<file path="src/rtl/multiplier_sequencer.sv">
// 32x32 unsigned shift-add multiplier: one time-shared 32-bit ripple adder,
// 32 iterations per product, valid/ready handshakes on both sides.
module multiplier_sequencer (
  input  logic        clk,
  input  logic        rst,
  input  logic        in_valid,
  output logic        in_ready,
  input  logic [31:0] multiplicand,
  input  logic [31:0] multiplier,
  output logic        out_valid,
  input  logic        out_ready,
  output logic [63:0] product,
  output logic        busy
);

  localparam int unsigned W  = 32;
  localparam int unsigned CW = 6;

  typedef enum logic [1:0] {
    IDLE = 2'd0,
    RUN  = 2'd1,
    DONE = 2'd2
  } state_t;

  state_t         state, state_nxt;
  logic [W-1:0]   acc_hi, acc_hi_nxt;
  logic [W-1:0]   acc_lo, acc_lo_nxt;
  logic [W-1:0]   mcand_reg, mcand_nxt;
  logic [CW-1:0]  count, count_nxt;

  logic [W-1:0]   addend;
  logic [W-1:0]   sum;
  logic [W:0]     chain;
  logic           carry;

  // Ripple-carry adder, carry-in tied low; carry-out becomes the new acc MSB.
  always_comb begin
    addend   = acc_lo[0] ? mcand_reg : '0;
    chain    = '0;
    chain[0] = 1'b0;
    sum      = '0;
    for (int i = 0; i < int'(W); i++) begin
      sum[i]       = acc_hi[i] ^ addend[i] ^ chain[i];
      chain[i + 1] = (acc_hi[i] & addend[i]) | (chain[i] & (acc_hi[i] ^ addend[i]));
    end
    carry = chain[W];
  end

  // Next-state and datapath update.
  always_comb begin
    state_nxt  = state;
    acc_hi_nxt = acc_hi;
    acc_lo_nxt = acc_lo;
    mcand_nxt  = mcand_reg;
    count_nxt  = count;
    case (state)
      IDLE: begin
        if (in_valid) begin
          acc_hi_nxt = '0;
          acc_lo_nxt = multiplier;
          mcand_nxt  = multiplicand;
          count_nxt  = '0;
          state_nxt  = RUN;
        end
      end
      RUN: begin
        {acc_hi_nxt, acc_lo_nxt} = {carry, sum, acc_lo[W-1:1]};
        count_nxt = count + CW'(1);
        if (count == CW'(W - 1)) begin
          state_nxt = DONE;
        end
      end
      DONE: begin
        if (out_ready) begin
          state_nxt = IDLE;
        end
      end
      default: begin
        state_nxt = IDLE;
      end
    endcase
  end

  always_ff @(posedge clk) begin
    if (rst) begin
      state     <= IDLE;
      acc_hi    <= '0;
      acc_lo    <= '0;
      mcand_reg <= '0;
      count     <= '0;
    end else begin
      state     <= state_nxt;
      acc_hi    <= acc_hi_nxt;
      acc_lo    <= acc_lo_nxt;
      mcand_reg <= mcand_nxt;
      count     <= count_nxt;
    end
  end

  // Status outputs are pure decodes of the state register.
  assign in_ready  = (state == IDLE);
  assign out_valid = (state == DONE);
  assign busy      = (state != IDLE);
  assign product   = {acc_hi, acc_lo};

endmodule

</file>
<file path="config.mk">
export PLATFORM = sky130hd
export DESIGN_NAME = multiplier_sequencer
export DESIGN_NICKNAME = d
export VERILOG_FILES = /design/src/rtl/multiplier_sequencer.sv
export SDC_FILE = /design/constraint.sdc
export NUM_CORES = 1
export LEC_CHECK = 0
export CORE_MARGIN = 4
export CORE_UTILIZATION = 30
export DETAILED_ROUTE_END_ITERATION = 10
export GPL_TIMING_DRIVEN = 0
export SLEW_MARGIN = 20
export SYNTH_ARGS = -nofsm -noshare
export SYNTH_HDL_FRONTEND = slang
export SYNTH_SLANG_ARGS = --single-unit
export TNS_END_PERCENT = 1
</file>
<file path="constraint.sdc">
create_clock -name clk -period 15.8 [get_ports clk]
set_clock_uncertainty 0.1 [all_clocks]
set_input_delay 2.37 -clock clk [delete_from_list [all_inputs] [get_ports clk]]
set_output_delay 2.37 -clock clk [all_outputs]
set_load 0.01 [all_outputs]
</file>
== Yosys cells after proc, flatten, opt, wreduce, memory -nomap -nowiden ==
Index checks and enable logic that the tools add are counted.

* Add/sub/neg operators: 1
* $mul: 0
* Divide/modulo/power cells: 0
* $lt $le $gt $ge: 0
* Eq/ne operators: 6
* Shifts and indexed selects: 0
* Mux-type cells: 11
* Bitwise gates (word level): 157
* Reductions and logical operators: 6

{| class="wikitable"
|+ Operators with widths
! cell !! count
|-
| 32-bit case mux with 2 select lines || 2
|-
| 32-bit 2-to-1 mux || 3
|-
| 1-bit AND || 63
|-
| 1-bit XOR || 63
|-
| 1-bit OR || 31
|-
| 6-bit case mux with 2 select lines || 1
|-
| 6-bit by 1-bit adder with 6-bit output (second input constant) || 1
|-
| 6-bit by 5-bit equality test with 1-bit output (second input constant) || 1
|-
| 2-bit 2-to-1 mux || 3
|-
| 6-bit 2-to-1 mux || 1
|-
| 2-bit case mux with 3 select lines || 1
|-
| 2-bit inequality test (second input constant) || 2
|-
| 2-bit AND reduction || 2
|-
| 2-bit nonzero test || 2
|-
| 3-bit AND reduction || 1
|-
| 2-bit by 1-bit equality test with 1-bit output (second input constant) || 1
|-
| 2-bit equality test (second input constant) || 1
|-
| 2-bit zero test || 1
|-
| 2-bit by 1-bit inequality test with 1-bit output (second input constant) || 1
|}

* Bits in registers: 104
* Latch bits: 0
* Bits in writable memories: 0
* Bits in read-only memories: 0
* Word-level logic and storage cells: 186
* Memories kept: 0

== Logic depth before layout (Yosys ltp) ==
Gate-level depths: netlist of run 1.

* Depth in word-level cells: 65
* Gate-level depth with buffers: 45

== Worst setup path before layout of run 1 ==
OpenSTA, ideal clock, no wires.

* Path type: reg-to-reg
* Start point: register acc_lo[0]
* End point: register acc_hi[30]
* Arrival: 12.641 ns
* Data required time: 15.568 ns
* Path slack: 2.927 ns
* Stages on the path, launching flop included: 46
* Path buffers: 1
* Period minus slack after synthesis: 12.873 ns
* Path through: dfxtp_1 -> clkbuf_1 -> and2_1 -> ha_1 -> inv_1 -> fa_1 -> fa_1 -> fa_1 -> fa_1 -> fa_1 -> fa_1 -> fa_1 -> fa_1 -> fa_1 -> fa_1 -> fa_1 -> fa_1 -> fa_1 -> [10 not listed] -> fa_1 -> inv_1 -> fa_1 -> fa_1 -> inv_1 -> fa_1 -> inv_1 -> fa_1 -> inv_1 -> fa_1 -> inv_1 -> fa_1 -> inv_1 -> fa_1 -> inv_1 -> fa_1 -> nand2b_1 -> a21oi_1

* Longest elaborated chain between the ends: 64

{| class="wikitable"
|+ Ends and longest elaborated chain
! what !! RTL line !! source
|-
| start: declaration || 27 || <nowiki>logic [W-1:0] acc_lo, acc_lo_nxt;</nowiki>
|-
| start signal: assignment || 94 || <nowiki>acc_lo <= acc_lo_nxt;</nowiki>
|-
| 32-bit 2-to-1 mux * || 38 || <nowiki>addend = acc_lo[0] ? mcand_reg : '0;</nowiki>
|-
| 1-bit AND / 1-bit XOR (equally long branches) || 44 || <nowiki>chain[i + 1] = (acc_hi[i] & addend[i]) | (chain[i] & (acc_hi[i] ^ addend[i]));</nowiki>
|-
| 1-bit AND || 44 ||
|-
| 1-bit OR || 44 ||
|-
| 1-bit AND || 44 ||
|-
| 1-bit OR || 44 ||
|-
| 1-bit AND || 44 ||
|-
| 1-bit OR || 44 ||
|-
| [48 not listed] || n/a ||
|-
| 1-bit AND || 44 ||
|-
| 1-bit OR || 44 ||
|-
| 1-bit AND || 44 ||
|-
| 1-bit OR || 44 ||
|-
| 1-bit AND || 44 ||
|-
| 1-bit OR || 44 ||
|-
| 1-bit XOR * || 43 || <nowiki>sum[i] = acc_hi[i] ^ addend[i] ^ chain[i];</nowiki>
|-
| 32-bit case mux with 2 select lines * || 56 || <nowiki>case (state)</nowiki>
|-
| end signal: assignment || 93 || <nowiki>acc_hi <= acc_hi_nxt;</nowiki>
|-
| end: declaration || 26 || <nowiki>logic [W-1:0] acc_hi, acc_hi_nxt;</nowiki>
|}

Every way passes the cells marked *; elsewhere a longest branch is shown, timed or not.
A chain may end at the register's enable or synchronous reset.

== Final worst setup path of run 1 ==
Same ends and word-level chain as after synthesis.

==> flow_metrics.env, run 1 <==
export IMPL_cts_hold_buf=0
export IMPL_drc=0
export IMPL_cts_resized=0
export IMPL_die_height_um=143
export IMPL_powerDensity_nw_per_um2=85.7
export IMPL_grt_first_pass_wirelength_um=24200
export IMPL_ys_flop_type="dfxtp_1"
export IMPL_yosys_warnings=0
export IMPL_worst_path_max_delay_cell="dfxtp_1"
export IMPL_routabilityCongestion=0.760
export IMPL_relSlewSlack_pct=57.1
export IMPL_grt_use_total_pct=14.9
export IMPL_hold_viol_final=0
export IMPL_root_buffer="clkbuf_16"
export IMPL_fin_tns_setup_ns=0
export IMPL_endpoint="acc_hi[30]"
export IMPL_worstSetupStartpoint="acc_lo[0]"
export IMPL_power_total_mw=0.630
export IMPL_wirelength_um=14800
export IMPL_core_um2=17500
export IMPL_fin_crit_ns=13.63
export IMPL_clockBufferDepth=2
export IMPL_via_per_inst=4.55
export IMPL_synth_edf_count=0
export IMPL_synthCells=645
export IMPL_maxCapViolCount=0
export IMPL_worstSetupPathType="reg2reg"
export IMPL_worstMarginPinSlew_ns=0.643
export IMPL_cp_max_fo=10
export IMPL_status="completed"
export IMPL_setup_worst_path_end_class="flip-flop"
export IMPL_switching_power_mw=0.173
export IMPL_synth_area_um2=5430
export IMPL_ys_ff_latch=104
export IMPL_pwr_share_seq_pct=45.3
export IMPL_most_common_layout_cells="clkdlybuf4s50_1 (133), dfxtp_1 (104), a21oi_1 (100)"
export IMPL_power_leakage_nw=2.46
export IMPL_final_area_um2=7350
export IMPL_tritoncts="yes"
export IMPL_ff_latch_area_um2=2080
export IMPL_timing_rr_end="acc_hi[30]"
export IMPL_synth_cell_types=34
export IMPL_min_path_type="reg2reg"
export IMPL_drive_gt1_share_pct=12.1
export IMPL_antenna_found_initial=0
export IMPL_clock_sinks=104
export IMPL_ir_drop_uv=53.3
export IMPL_placed_cells=1003
export IMPL_areaGrowthSynthToFinish_pct=35.4
export IMPL_synthesis_nets=746
export IMPL_cts_buffers=9
export IMPL_drt_first_iter_violations=243
export IMPL_layout_commonest_cell="clkdlybuf4s50_1"
export IMPL_io_pins=135
export IMPL_crit_arrival_ns=13.75
export IMPL_grt_pass1_vias=4574
export IMPL_p_clk_share_pct=37.7
export IMPL_row_count=48
export IMPL_multi_input_area_um2=2920
export IMPL_fmax_mhz=73.4
export IMPL_antenna_left=0
export IMPL_worst_setup_path_start_kind="flip-flop"
export IMPL_grt_max_degree=20
export IMPL_drv_slew=0
export IMPL_first_pass_iters=4
export IMPL_overflow=0
export IMPL_routedWlPerCell_um=14.5
export IMPL_clk_latency_ns=0.35
export IMPL_clk_pin_slew_ns=0.08
export IMPL_die_x_um=143
export IMPL_hpwl_um=11000
export IMPL_fillers=1802
export IMPL_layout_nets=890
export IMPL_synthArstFlopShare_pct=0
export IMPL_reg2reg_slack_ns=2.17
export IMPL_post_route_period_util_pct=86.3
export IMPL_final_util_pct=41.9
export IMPL_yosysSeqAreaShare_pct=38.3
export IMPL_dieArea_um2=20300
export IMPL_reg2regPathDepth=45
export IMPL_p_int_mw=0.458
export IMPL_syn_area_per_cell_um2=8.42
export IMPL_worst_path_most_repeated_cell="fa_1"
export IMPL_postPlaceCellArea_um2=7040
export IMPL_antenna_cells=0
export IMPL_comb_power_share_pct=17.1
export IMPL_worstPathRequired_ns=15.92
export IMPL_sw_frac_of_total_pct=27.4
export IMPL_initial_core_util_pct=31.0
export IMPL_io_buffers=133
export IMPL_cpPeakStageDelay_ns=0.50
export IMPL_reg2reg_from="acc_lo[0]"
export IMPL_htreeDepth=3
export IMPL_rsz0062_at_grt="no"
export IMPL_instances_no_fill=1019
export IMPL_vias=4636
export IMPL_cts_setup_buffers=0
export IMPL_setup_viol=0
[critical path, delay by kind of cell, from the launching register on]
| kind | cells | cell delay, ns |
|---|---|---|
| AND/OR/NAND/NOR | 2 | 0.31 |
| adder cells (fa/ha/maj) | 32 | 11.51 |
| flip-flops | 1 | 0.50 |
| AO/OA/AOI/OAI | 1 | 0.06 |
| buffers and inverters | 10 | 0.99 |
[Yosys cell counts (2+ instances only)]
library cell    n  share of area, %
a21oi_1       100               9.2
and2_1          5              0.58
buf_1           4              0.28
buf_2          16               1.5
buf_4           3              0.41
buf_6           8               1.7
clkbuf_1       20               1.4
dfxtp_1       104                38
fa_1           31                11
ha_1            2              0.46
inv_1          38               2.6
nand2_1        99               6.8
nand2b_1       61               7.0
nand3_1        36               3.3
nor2_1         35               2.4
nor3_1         15               1.4
nor3_2         18               3.3
o311ai_0        2              0.32
or3b_1          2              0.32
or3b_2         30               4.8
or4_1           3              0.41
[area by class of cell]
type                    count  area share [%]
flip-flops and latches    104            28.3
repair buffers            133            18.1
clock inverters             7            1.14
clock buffers               9            3.06
inverters                  38            1.94
plain buffers              52            3.91
multi-input cells         451            39.7
well taps                 225            3.83
[how the worst min path moves through the flow]
stage                        from             to  slack, ns  depth (start not counted)
floorplan            mcand_reg[0]   mcand_reg[0]       0.33                          2
global placement     mcand_reg[0]   mcand_reg[0]       0.34                          2
detailed placement  mcand_reg[28]  mcand_reg[28]       0.34                          2
CTS                 mcand_reg[28]  mcand_reg[28]       0.35                          2
global route        mcand_reg[23]  mcand_reg[23]       0.38                          2
finish              mcand_reg[28]  mcand_reg[28]       0.35                          2
[power groups by stage]
stage	Combinational (mW)	Sequential (mW)	Clock, mW
3_3_place_gp	0.109	0.291	0
5_1_grt	0.119	0.287	0.257
2_1_floorplan	0.0545	0.293	0
3_5_place_dp	0.109	0.291	0
6_report	0.108	0.285	0.238
4_1_cts	0.110	0.286	0.246
[metal layers]
layer	share of wire, %	track usage [%]
met5	0	0
met3	4.3	3.70
met2	48	23.6
met4	1.6	3.60
met1	46	20.5
[kinds of logic (layout without fill, tap and decap cells)]
logic type      after synthesis  in the layout  share of synthesized area (%)
simple gates                312            312                           31.7
compound gates              106            106                           10.2
buf+inv                      90            239                           7.93
flops                       104            104                           38.3
fa+ha+maj                    33             33                           11.9
[metrics by stage]
step / setup slack, ns / hold slack [ns]
floorplan: 2.93 / 0.332
global placement: 2.12 / 0.340
detailed placement: 2.15 / 0.342
CTS: 2.09 / 0.353
global route: 1.58 / 0.378
finish: 2.17 / 0.351
Power figures use the tool's default switching activity.
==> run 2: changes to the inputs <==
--- a/config.mk
+++ b/config.mk
@@ -9,6 +9,7 @@
 export CORE_UTILIZATION = 30
 export DETAILED_ROUTE_END_ITERATION = 10
 export GPL_TIMING_DRIVEN = 0
+export PLACE_DENSITY_LB_ADDON = 0.3
 export SLEW_MARGIN = 20
 export SYNTH_ARGS = -nofsm -noshare
 export SYNTH_HDL_FRONTEND = slang
==> run 2 against run 1 <==
Net effect:
- hold slack is essentially flat
- sequential share of layout area is 0.072 points higher
- non-clock buffer count is the same
- wire length about the same
- register-to-register slack lost 0.07 ns
- critical path depth did not move
- fmax is 0.54% lower
- core utilization down 0.11 points
- die area unchanged
- sequential power hardly changed
- total power is 2.6% lower
- critical endpoint unchanged
- largest power group unchanged
- highest routed layer unchanged
==> flow_metrics.env, run 2 (synthesis results as in run 1) <==
export IMPL_hpwl_um=10900
export IMPL_post_route_period_util_pct=86.7
export IMPL_antenna_found_initial=0
export IMPL_most_common_layout_cells="clkdlybuf4s50_1 (133), dfxtp_1 (104), a21oi_1 (100)"
export IMPL_fin_crit_ns=13.70
export IMPL_worst_path_max_delay_cell="dfxtp_1"
export IMPL_relSlewSlack_pct=56.6
export IMPL_pwr_share_seq_pct=46.5
export IMPL_root_buffer="clkbuf_16"
export IMPL_overflow=0
export IMPL_die_height_um=143
export IMPL_cts_buffers=9
export IMPL_grt_first_pass_wirelength_um=24200
export IMPL_reg2reg_from="acc_lo[0]"
export IMPL_cts_hold_buf=0
export IMPL_comb_power_share_pct=17.5
export IMPL_row_count=48
export IMPL_clk_pin_slew_ns=0.07
export IMPL_die_x_um=143
export IMPL_clockBufferDepth=2
export IMPL_grt_use_total_pct=15.0
export IMPL_p_int_mw=0.445
export IMPL_cts_setup_buffers=0
export IMPL_wirelength_um=14800
export IMPL_first_pass_iters=4
export IMPL_worstSetupStartpoint="acc_lo[0]"
export IMPL_drv_slew=0
export IMPL_crit_arrival_ns=13.82
export IMPL_drive_gt1_share_pct=12.1
export IMPL_switching_power_mw=0.169
export IMPL_final_util_pct=41.8
export IMPL_powerDensity_nw_per_um2=83.7
export IMPL_endpoint="acc_hi[30]"
export IMPL_io_pins=135
export IMPL_worstPathRequired_ns=15.92
export IMPL_routabilityCongestion=0.777
export IMPL_worstMarginPinSlew_ns=0.651
export IMPL_clock_sinks=104
export IMPL_ff_latch_area_um2=2080
export IMPL_cts_resized=0
export IMPL_instances_no_fill=1019
export IMPL_via_per_inst=4.56
export IMPL_worst_path_most_repeated_cell="fa_1"
export IMPL_core_um2=17500
export IMPL_antenna_left=0
export IMPL_antenna_cells=0
export IMPL_initial_core_util_pct=31.0
export IMPL_final_area_um2=7330
export IMPL_clk_latency_ns=0.35
export IMPL_cp_max_fo=10
export IMPL_power_leakage_nw=2.45
export IMPL_io_buffers=133
export IMPL_hold_viol_final=0
export IMPL_worst_setup_path_start_kind="flip-flop"
export IMPL_fin_tns_setup_ns=0
export IMPL_setup_viol=0
export IMPL_reg2regPathDepth=45
export IMPL_htreeDepth=3
export IMPL_maxCapViolCount=0
export IMPL_layout_commonest_cell="clkdlybuf4s50_1"
export IMPL_worstSetupPathType="reg2reg"
export IMPL_cpPeakStageDelay_ns=0.49
export IMPL_placed_cells=1003
export IMPL_drc=0
export IMPL_ir_drop_uv=74.8
export IMPL_postPlaceCellArea_um2=7040
export IMPL_setup_worst_path_end_class="flip-flop"
export IMPL_layout_nets=890
export IMPL_drt_first_iter_violations=282
export IMPL_dieArea_um2=20300
export IMPL_tritoncts="yes"
export IMPL_timing_rr_end="acc_hi[30]"
export IMPL_sw_frac_of_total_pct=27.5
export IMPL_fmax_mhz=73.0
export IMPL_grt_max_degree=19
export IMPL_reg2reg_slack_ns=2.10
export IMPL_status="completed"
export IMPL_areaGrowthSynthToFinish_pct=35.0
export IMPL_fillers=1813
export IMPL_multi_input_area_um2=2920
export IMPL_rsz0062_at_grt="no"
export IMPL_vias=4649
export IMPL_grt_pass1_vias=4584
export IMPL_p_clk_share_pct=36.0
export IMPL_min_path_type="reg2reg"
export IMPL_routedWlPerCell_um=14.5
-- run 2: worst min-delay path by stage --
stage                     depth (start not counted)     startpoint             to  slack (ns)
after CTS                                         2  mcand_reg[26]  mcand_reg[26]        0.35
after global placement                            2   mcand_reg[0]   mcand_reg[0]        0.34
final                                             2  mcand_reg[28]  mcand_reg[28]        0.35
after floorplan                                   2   mcand_reg[0]   mcand_reg[0]        0.33
after global routing                              2  mcand_reg[23]  mcand_reg[23]        0.37
after detailed placement                          2  mcand_reg[26]  mcand_reg[26]        0.34
-- run 2: worst max-delay path, delay by kind of cell, from the launching register on --
| kind | cells | cell delay (ns) |
|---|---|---|
| fa+ha+maj | 32 | 11.60 |
| buf+inv | 10 | 0.99 |
| flops | 1 | 0.49 |
| simple gates | 2 | 0.31 |
| compound gates | 1 | 0.05 |
-- run 2: through the flow --
stage | worst slack, ns | hold slack [ns] | total power, mW
3_5_place_dp | 2.05 | 0.344 | 0.401
6_report | 2.10 | 0.351 | 0.614
2_1_floorplan | 2.93 | 0.332 | 0.348
4_1_cts | 1.96 | 0.355 | 0.623
5_1_grt | 1.44 | 0.373 | 0.647
3_3_place_gp | 2.09 | 0.340 | 0.400
-- run 2: layer usage --
metal | share of wire [%] | vias up | track usage (%)
li1 | - | 2376 | -
met5 | 0 | - | 0
met4 | 1.3 | 0 | 4.00
met1 | 47 | 2160 | 20.5
met3 | 5.0 | 12 | 3.73
met2 | 46 | 101 | 23.9
-- run 2: cell type report --
class	count	area share, %
Timing Repair Buffer	133	18.2
Clock inverter	6	0.700
Inverter	38	1.95
Sequential cell	104	28.4
Clock buffer	10	3.26
Buffer	52	3.92
Multi-Input combinational cell	451	39.8
Tap cell	225	3.84
-- run 2: power groups by stage --
stage / clock network, mW / registers (mW) / logic [mW]
finish: 0.221 / 0.286 / 0.107
global route: 0.241 / 0.288 / 0.119
CTS: 0.228 / 0.286 / 0.109
detailed placement: 0 / 0.292 / 0.109
global placement: 0 / 0.292 / 0.108
floorplan: 0 / 0.293 / 0.0545
